**src/rtl/fetch_unit.sv**
```systemverilog
// fetch_unit: single-outstanding instruction fetch FSM with branch redirect, kill of stale responses and stall hold.
module fetch_unit #(
  parameter int unsigned STEP  = 4,
  parameter int unsigned CNT_W = 16
) (
  input  logic             clk,
  input  logic             reset,
  input  logic [31:0]      pc_q,
  output logic [31:0]      pc_d,
  output logic             pc_en,
  output logic             imem_req,
  output logic [31:0]      imem_addr,
  input  logic             imem_ack,
  input  logic [31:0]      imem_rdata,
  input  logic             branch_taken,
  input  logic [31:0]      branch_target,
  input  logic             stall,
  output logic             instr_valid,
  output logic [31:0]      instr,
  output logic [31:0]      instr_pc,
  output logic             misalign_err,
  output logic [CNT_W-1:0] fetch_count
);
  typedef enum logic [1:0] {IDLE, REQ, VALID} state_t;
  state_t            state_q, state_d;
  logic              rst_sync_q;
  logic              valid_q, valid_d;
  logic [31:0]       instr_q, instr_d;
  logic [31:0]       ipc_q, ipc_d;
  logic              kill_q, kill_d;
  logic              mis_q, mis_d;
  logic [CNT_W-1:0]  cnt_q, cnt_d;
  logic              br, seq;
  // rst_sync_q holds IDLE for one edge after release so the first request lands on the 2nd edge
  always_ff @(posedge clk or negedge reset)
    if (!reset) begin
      rst_sync_q <= 1'b0;
      state_q    <= IDLE;
      valid_q    <= 1'b0;
      instr_q    <= '0;
      ipc_q      <= '0;
      kill_q     <= 1'b0;
      mis_q      <= 1'b0;
      cnt_q      <= '0;
    end else begin
      rst_sync_q <= 1'b1;
      state_q    <= state_d;
      valid_q    <= valid_d;
      instr_q    <= instr_d;
      ipc_q      <= ipc_d;
      kill_q     <= kill_d;
      mis_q      <= mis_d;
      cnt_q      <= cnt_d;
    end
  always_comb begin
    br        = branch_taken && state_q != IDLE;
    seq       = state_q == REQ && imem_ack && !kill_q;
    pc_en     = br || seq;
    pc_d      = br ? {branch_target[31:2], 2'b00} : pc_q + 32'(STEP);
    imem_req  = state_q == REQ;
    imem_addr = pc_q;
    state_d   = state_q;
    valid_d   = valid_q;
    instr_d   = instr_q;
    ipc_d     = ipc_q;
    kill_d    = kill_q;
    cnt_d     = cnt_q;
    mis_d     = mis_q | (br && |branch_target[1:0]);
    if (state_q == IDLE) begin
      state_d = rst_sync_q ? REQ : IDLE;
    end else if (state_q == REQ) begin
      if (imem_ack) begin
        kill_d = 1'b0;
        // a redirect in the ack cycle discards the returned word
        if (seq && !branch_taken) begin
          instr_d = imem_rdata;
          ipc_d   = pc_q;
          valid_d = 1'b1;
          state_d = VALID;
        end
      end else if (branch_taken) begin
        kill_d = 1'b1;
      end
    end else if (branch_taken || !stall) begin
      valid_d = 1'b0;
      state_d = REQ;
      cnt_d   = branch_taken ? cnt_q : cnt_q + 1'b1;
    end
  end
  assign instr_valid  = valid_q;
  assign instr        = instr_q;
  assign instr_pc     = ipc_q;
  assign misalign_err = mis_q;
  assign fetch_count  = cnt_q;
endmodule

```
**config.mk**
```make
export PLATFORM = sky130hd
export DESIGN_NAME = fetch_unit
export DESIGN_NICKNAME = d
export VERILOG_FILES = /design/src/rtl/fetch_unit.sv
export SDC_FILE = /design/constraint.sdc
export NUM_CORES = 1
export LEC_CHECK = 0
export CORE_MARGIN = 10
export CORE_UTILIZATION = 60
export DETAILED_ROUTE_END_ITERATION = 16
export DONT_BUFFER_PORTS = 1
export GPL_ROUTABILITY_DRIVEN = 0
export GPL_TIMING_DRIVEN = 1
export HOLD_SLACK_MARGIN = 0.08
export PLACE_DENSITY = 0.81
export SLEW_MARGIN = 20
export SYNTH_ARGS = -nofsm -noshare
export SYNTH_HDL_FRONTEND = slang
export SYNTH_SLANG_ARGS = --single-unit
```
**constraint.sdc**
```tcl
create_clock -name clk -period 6.4 [get_ports clk]
set_clock_uncertainty 0.05 [all_clocks]
set_input_delay 1.28 -clock clk [delete_from_list [all_inputs] [get_ports clk]]
set_output_delay 1.28 -clock clk [all_outputs]
set_load 0.01 [all_outputs]
```
After elaboration in Yosys (flattened, before gate mapping)
Cells that the tools add are included.
- reductions and logical operators: 21
- muxes and demuxes: 13
- $add $sub $neg: 2
- shifts and indexed selects: 0
- multipliers: 0
- bitwise logic cells: 4
- eq/ne operators: 5
- divide/modulo/power cells: 0
- $lt $le $gt $ge: 0
- operators by type and width (cell ; number):
    $add A32 B3 Y32 const B ; 1
    $mux W32 ; 1
    $add A16 B1 Y16 const B ; 1
    $reduce_and A4 Y1 ; 3
    $mux W2 ; 5
    $mux W1 ; 7
    $ne A3 B1 Y1 const B ; 2
    $reduce_and A3 Y1 ; 2
    $reduce_bool A2 Y1 ; 3
    $logic_and A1 B1 Y1 ; 5
    $ne A2 B1 Y1 const B ; 2
    $logic_not A1 Y1 ; 3
    $not A1 Y1 ; 3
    $reduce_bool A3 Y1 ; 1
    $eq A2 B1 Y1 const B ; 1
    $logic_not A2 Y1 ; 1
    $logic_or A1 B1 Y1 ; 2
    $reduce_or A2 Y1 ; 1
    $or A1 B1 Y1 ; 1
- bits in latches: 0
- RAM bits: 0
- word-level logic and storage cells: 53
- bits in registers: 86
- input port bits: 101
- memories kept: 0
- ROM bits: 0
- output and inout port bits: 148

Logic depth before layout (Yosys ltp)
Gate-level depths: netlist of run 1.
- depth after elaboration: 8
- depth in mapped cells: 6
- depth with buffers taken out: 5

Least setup slack after synthesis of run 1
Ideal clock, no wire load.
- path kind: input to output
- start point: input pc_q[8]
- end point: output pc_d[30]
- buffers on the path: 2
- data required time: 5.070 ns
- setup slack: 2.168 ns
- cell stages on the path: 6
- arrival: 2.902 ns
- cells stage by stage: buf_2 -> nand4_1 -> or3_1 -> buf_2 -> or4_1 -> a31oi_1
- word-level cells in the longest chain between the ends: 2
- ends and longest elaborated chain (item ; RTL line ; RTL):
    start, declared ; 8 ; input logic [31:0] pc_q,
    $add A32 B3 Y32 ; 59 ; pc_d = br ? {branch_target[31:2], 2'b00} : pc_q + 32'(STEP);
    $mux W32 ; 59 ;
    end, declared ; 9 ; output logic [31:0] pc_d,
No other way between the ends.

Worst setup path after layout of run 1
- start point: input pc_q[2]
- end point: output pc_d[22]
Same word-level chain as after synthesis.

==> metrics.yaml, run 1 <==
status:
  outcome: "finished, final reports clean"
setup_path:
  cp_num_buf_inv: 0
  crit_chain: "ha_1, nand2_1, or3_1, or4_2, a31oi_1"
  crit_path_end_kind: "primary output"
  path_class: "in -> out"
  crit_family: "simple AND/OR/NAND/NOR gates"
  worst_setup_path_start_kind: "input pin"
  slowest_delay_ns: 0.69
  crit_required_ns: 5.07
  ff2ff_setup_slack_ns: 3.76
  cp_max_fo: 14
  cpMaxStageDelayCell: "or4_2"
  worstPathArrival_ns: 3.16
synthesis:
  synth.largest_area_cell: "dfrtp_1"
  yosys.area_share.simple_pct: 15.3
  synth_top_family_by_area: "multiplexers"
  synthMuxAreaShare_pct: 16.1
  synth-async-reset-ratio_pct: 100
  mappedNetlistNets: 525
  yosys-top-cells-area: "dfrtp_1 47%, mux2_2 16%, buf_4 5.3%"
  synth_fa_ha_area_share_pct: 0.550
  synth_edf_count: 0
  synth.avg_cell_area_um2: 10.8
  synth_compound_area_share_pct: 7.32
  ys_seq_area_share_pct: 47.3
  synth_ff_type: "dfrtp_1"
  synth_top_area_share_pct: 47.3
  ys_ff_latch: 86
  synth_xor_xnor_area_share_pct: 5.39
  syn-cell-area_um2: 4550
  synth.distinct_cells: 46
  syn_inst: 422
  yosys-top-cells-count: "86 x dfrtp_1, 65 x mux2_2, 35 x nand2_1"
  yosys_warnings: 0
  yosys.cell_count.top_type: "dfrtp_1"
hold_path:
  hp-class: "reg -> reg"
placement:
  hpwl_um: 9590
  io_buffers: 0
  place_area_um2: 4350
cts:
  cts-root-buf: "clkbuf_8"
  clkLatencyLatePin_ns: 0.35
  cts_setup_buffers: 0
  path_clk_slew_ns: 0.08
  cts_buffer_depth: 2
  cts_sinks: 86
  ctsResizeCount: 0
  htree_levels: 3
  numCtsBuffers: 9
  cts-hold-fix-buffers: 0
  cts_tree: "yes"
timing:
  post-route-min-period_ns: 4.49
  max_freq_mhz: 223
  setup_violations: 0
  tightest_slew_ns: 0.910
  grt_setup_unrepaired: "false"
  slew_violations: 0
  finalHoldViolCount: 0
  fin_setup_tns_ns: 0
  fin_crit_sh_pct: 70.1
  slew_headroom_pct: 39.3
drt:
  drc: 0
  drt_wl_total_um: 12400
  routed-via-count: 3079
  drtIter0Drc: 121
  vias_per_cell: 6.34
  wl_per_cell_um: 25.5
  drt-pass1-iter-count: 5
  ant_nets: 0
cells_and_area:
  drive_gt1_share_pct: 23.8
  diodes: 0
  nets: 485
  area_growth_pct: -0.0000440
  finalInstanceArea_um2: 4550
floorplanning:
  initial_core_util_pct: 62.0
  die_y_um: 107
  die_w_um: 107
  die_area_um2: 11500
  core_area_um2: 7330
  pin_count: 249
  num_rows: 31
pwr:
  powerDensity_nw_per_um2: 415
  power_leakage_nw: 1.80
  ir_drop_mv: 0.264
global_route:
  grt_first_pass_wirelength_um: 18600
  grt_start_max_net_pins: 87
  grt_usage_pct: 20.4
  grt.overflow.total: 0
  grt_pass1_vias: 3183
  antenna_found_initial: 0
job:
  max-cap-violations: 0
==> worst min-delay path: stages (launching register included) <==
cell     delay (ns)
dfrtp_1        0.35
a21oi_1        0.04
a21oi_1        0.10
==> state kept, by name (all words and copies together) (netlist names) <==
register,cells
state_q,2
instr_valid,1
instr,32
misalign_err,1
fetch_count,16
kill_q,1
rst_sync_q,1
instr_pc,32
==> stage by stage <==
stage	hold slack, ns	instances	total power, mW	worst slack (ns)	util [%]
2_1_floorplan	0.432	422	1.40	2.17	-
3_3_place_gp	0.453	470	1.49	1.93	59.3
6_report	0.478	486	1.89	1.91	62.0
3_5_place_dp	0.465	470	1.53	1.92	59.3
4_1_cts	0.483	486	1.92	1.92	62.0
5_1_grt	0.534	486	2.00	1.80	62.0
==> layout make-up <==
type | count | area [µm²]
flip-flops and latches | 86 | 2150
well taps | 99 | 124
repair buffers | 2 | 15.0
fillers | 568 | 2780
inverters | 3 | 11.3
multi-input cells | 280 | 2040
clock buffers | 9 | 124
clock inverters | 7 | 78.8
==> cells in the final DEF (no fill, tap or decap), drive strengths merged, types with 9 or more instances in the layout <==
cell type | netlist | final
a31oi | 12 | 12
nand4 | 14 | 14
nand2 | 35 | 35
dfrtp | 86 | 86
mux2 | 65 | 65
clkbuf | 7 | 9
xnor2 | 16 | 16
nor2 | 20 | 20
o21ai | 21 | 21
nand3 | 16 | 16
or4 | 10 | 10
xor2 | 12 | 12
==> where the power goes <==
group | internal [mW] | switching [mW] | total, mW
combinational | 0.232 | 0.203 | 0.436
sequential | 0.769 | 0.293 | 1.06
clock | 0.184 | 0.206 | 0.390
==> cells by family after synthesis <==
kind of cell             after synthesis
AND/OR/NAND/NOR                      130
flip-flops                            86
multiplexers                          65
buffers and inverters                 56
AO/OA/AOI/OAI                         54
XOR/XNOR                              28
adder cells (fa/ha/maj)                2
other                                  1
==> final timing paths <==
path                            start  depth (start not counted)        endpoint
hold / removal                 kill_q                          2          kill_q
max in group asynchronous       reset                          0    instr_pc[24]
setup / recovery              pc_q[2]                          5        pc_d[22]
min in group asynchronous       reset                          0  fetch_count[5]
setup reg to reg           state_q[1]                          5    instr_pc[30]
hold reg to reg                kill_q                          2          kill_q
==> layer usage <==
metal | global-route usage (%) | routed length (µm) | vias up
li1 | - | - | 1404
met1 | 21.3 | 4460 | 1502
met2 | 35.2 | 6270 | 164
met3 | 11.1 | 1560 | 9
met4 | 5.03 | 97 | 0
met5 | 0 | 0 | -
Power figures use the tool's default switching activity.
==> inputs of run 2 (changes only) <==
CORE_UTILIZATION = 57   (was 60)
PLACE_DENSITY = 0.8   (was 0.81)
clock period = 4 ns   (was 6.4 ns; I/O delays follow)
==> metrics.yaml, run 2 (same netlist as run 1, synthesis figures left out) <==
cts:
  cts_setup_buffers: 0  # unchanged
  numCtsBuffers: 9  # unchanged
  htree_levels: 3  # unchanged
  path_clk_slew_ns: 0.09  # about the same
  cts_sinks: 86  # unchanged
  cts_buffer_depth: 2  # unchanged
  cts-root-buf: "clkbuf_8"
  cts-hold-fix-buffers: 2  # +2
  cts_tree: "yes"
  clkLatencyLatePin_ns: 0.35  # about the same
  ctsResizeCount: 0  # unchanged
pwr:
  pwr-share-comb_pct: 23.3  # +0.2 points
  pwr-share-clk_pct: 21.8  # +1.1 points
  pwr-share-seq_pct: 54.9  # -1.3 points
  p_int_mw: 1.96  # +65%
  p_sw_mw: 1.14  # +62%
  swShare_pct: 36.7  # -0.44 points
  powerDensity_nw_per_um2: 673  # +62%
  power_leakage_nw: 1.83  # +2.0%
  ir_drop_mv: 0.416  # +57%
  p_total_mw: 3.10  # +64%
timing:
  slew_headroom_pct: 36.7  # -2.7 points
  post-route-min-period_ns: 3.56
  hold_slack_ns: 0.271  # -0.207 ns
  tightest_slew_ns: 0.950  # +0.0399 ns
  slew_violations: 0  # unchanged
  setup_violations: 0  # unchanged
  finalHoldViolCount: 0  # unchanged
  max_freq_mhz: 281
  fin_crit_sh_pct: 89.1
  grt_setup_unrepaired: "false"
  fin_setup_tns_ns: 0  # unchanged
global_route:
  grt_usage_pct: 20.1  # -0.37 points
  grt_start_max_net_pins: 63  # -28%
  grt.overflow.total: 0  # unchanged
  grt_pass1_vias: 3239  # +1.8%
  grt_first_pass_wirelength_um: 18700  # +0.59%
  antenna_found_initial: 0  # unchanged
placement:
  hpwl_um: 9680  # +0.90%
  dp.cells: 474  # +0.85%
  io_buffers: 0  # unchanged
  place_area_um2: 4360  # +0.26%
cells_and_area:
  final_common_cell: "dfrtp_1"
  final_cells: 491  # +1.0%
  multiInputGateArea_um2: 2040  # unchanged
  seq_area_um2: 2150  # unchanged
  area_growth_pct: 1.29
  finalInstanceArea_um2: 4610  # +1.3%
  fillers: 631  # +11%
  final_cell_mix: "86 x dfrtp_1, 65 x mux2_2, 35 x nand2_1, 20 x o21ai_0, 19 x nor2_1"
  drive_gt1_share_pct: 24.2  # +0.39 points
  nets: 488  # +0.62%
  diodes: 0  # unchanged
drt:
  drc: 0  # unchanged
  drtIter0Drc: 205  # +69%
  drt_wl_total_um: 12700  # +2.6%
  routedLengthMet1_um: 4440  # -0.58%
  ant_nets: 0  # unchanged
  routed-via-count: 3126  # +1.5%
  routed-wl-met3_um: 1760  # +12%
  highest_layer: "met4"
  drt-pass1-iter-count: 4  # -1
  vias_per_cell: 6.37  # +0.49%
  wl_per_cell_um: 25.9  # +1.5%
  wl_met2_um: 6340  # +1.1%
setup_path:
  critPathLaunch: "pc_q[2]"
  endpoint: "pc_d[22]"
  slowest_delay_ns: 0.72  # +0.03 ns
  crit_path_end_kind: "primary output"
  cp_max_fo: 14  # unchanged
  crit_required_ns: 3.15  # -1.92 ns
  path_class: "in -> out"
  rr_worst_depth: 5  # unchanged
  worstPathArrival_ns: 2.71  # -0.45 ns
  worst_setup_path_start_kind: "input pin"
  r2r-start: "state_q[1]"
  crit_chain: "ha_1, nand2_1, or3_1, or4_2, a31oi_1"
  r2r-end: "instr[30]"
  cpMaxStageDelayCell: "or4_2"
  ff2ff_setup_slack_ns: 1.58  # -2.18 ns
hold_path:
  hp-class: "in -> async"
job:
  max-cap-violations: 0  # unchanged
floorplanning:
  pin_count: 249  # unchanged
  die_y_um: 109  # +2.1%
  num_rows: 32  # +3.2%
  core_area_um2: 7730  # +5.4%
  initial_core_util_pct: 58.9  # -3.2 points
  die_area_um2: 12000  # +4.3%
  die_w_um: 109  # +2.1%
status:
  outcome: "finished, final reports clean"
-- run 2: worst min path at each step --
| stage | depth (start not counted) | slack [ns] | endpoint | start |
|---|---|---|---|---|
| floorplan | 2 | 0.43 | kill_q | kill_q |
| global placement | 2 | 0.45 | kill_q | kill_q |
| detailed placement | 0 | 0.46 | fetch_count[5] | reset |
| CTS | 1 | 0.27 | fetch_count[5] | reset |
| global route | 1 | 0.26 | fetch_count[9] | reset |
| finish | 1 | 0.27 | fetch_count[1] | reset |
-- run 2: final cells by class --
class	instances	share of cell area, %
flip-flops and latches	86	46.7
repair buffers	5	1.20
inverters	3	0.244
multi-input cells	280	44.4
well taps	102	2.77
clock buffers	9	2.69
clock inverters	6	2.04
-- run 2: critical path, delay by kind of cell --
family                   cells  cell delay, ns
AND/OR/NAND/NOR              3            1.41
adder cells (fa/ha/maj)      1            0.19
AO/OA/AOI/OAI                1            0.31
-- run 2: power by group through the flow --
stage	Clock (mW)	Combinational (mW)	Sequential [mW]
final	0.676	0.721	1.70
after detailed placement	0	0.714	1.73
after CTS	0.693	0.733	1.72
after global placement	0	0.672	1.72
after global routing	0.730	0.800	1.75
after floorplan	0	0.649	1.59
-- run 2: layer usage --
layer	up-vias	global-route usage, %
met5	-	0
met2	184	34.4
met4	0	5.39
met3	16	10.3
met1	1516	21.4
li1	1410	-
-- run 2: metrics by stage --
stage | setup slack [ns] | utilization (%)
4_1_cts | 0.441 | 59.7
3_3_place_gp | 0.475 | 56.4
3_5_place_dp | 0.441 | 56.4
6_report | 0.438 | 59.6
5_1_grt | 0.353 | 59.6
2_1_floorplan | 0.728 | -
==> inputs of run 3 (changes only) <==
GPL_ROUTABILITY_DRIVEN = unset   (was 0)
SLEW_MARGIN = 25   (was 20)
==> results of run 3 <==
Same layout as run 2: the final DEF is identical, and so are final timing and power.
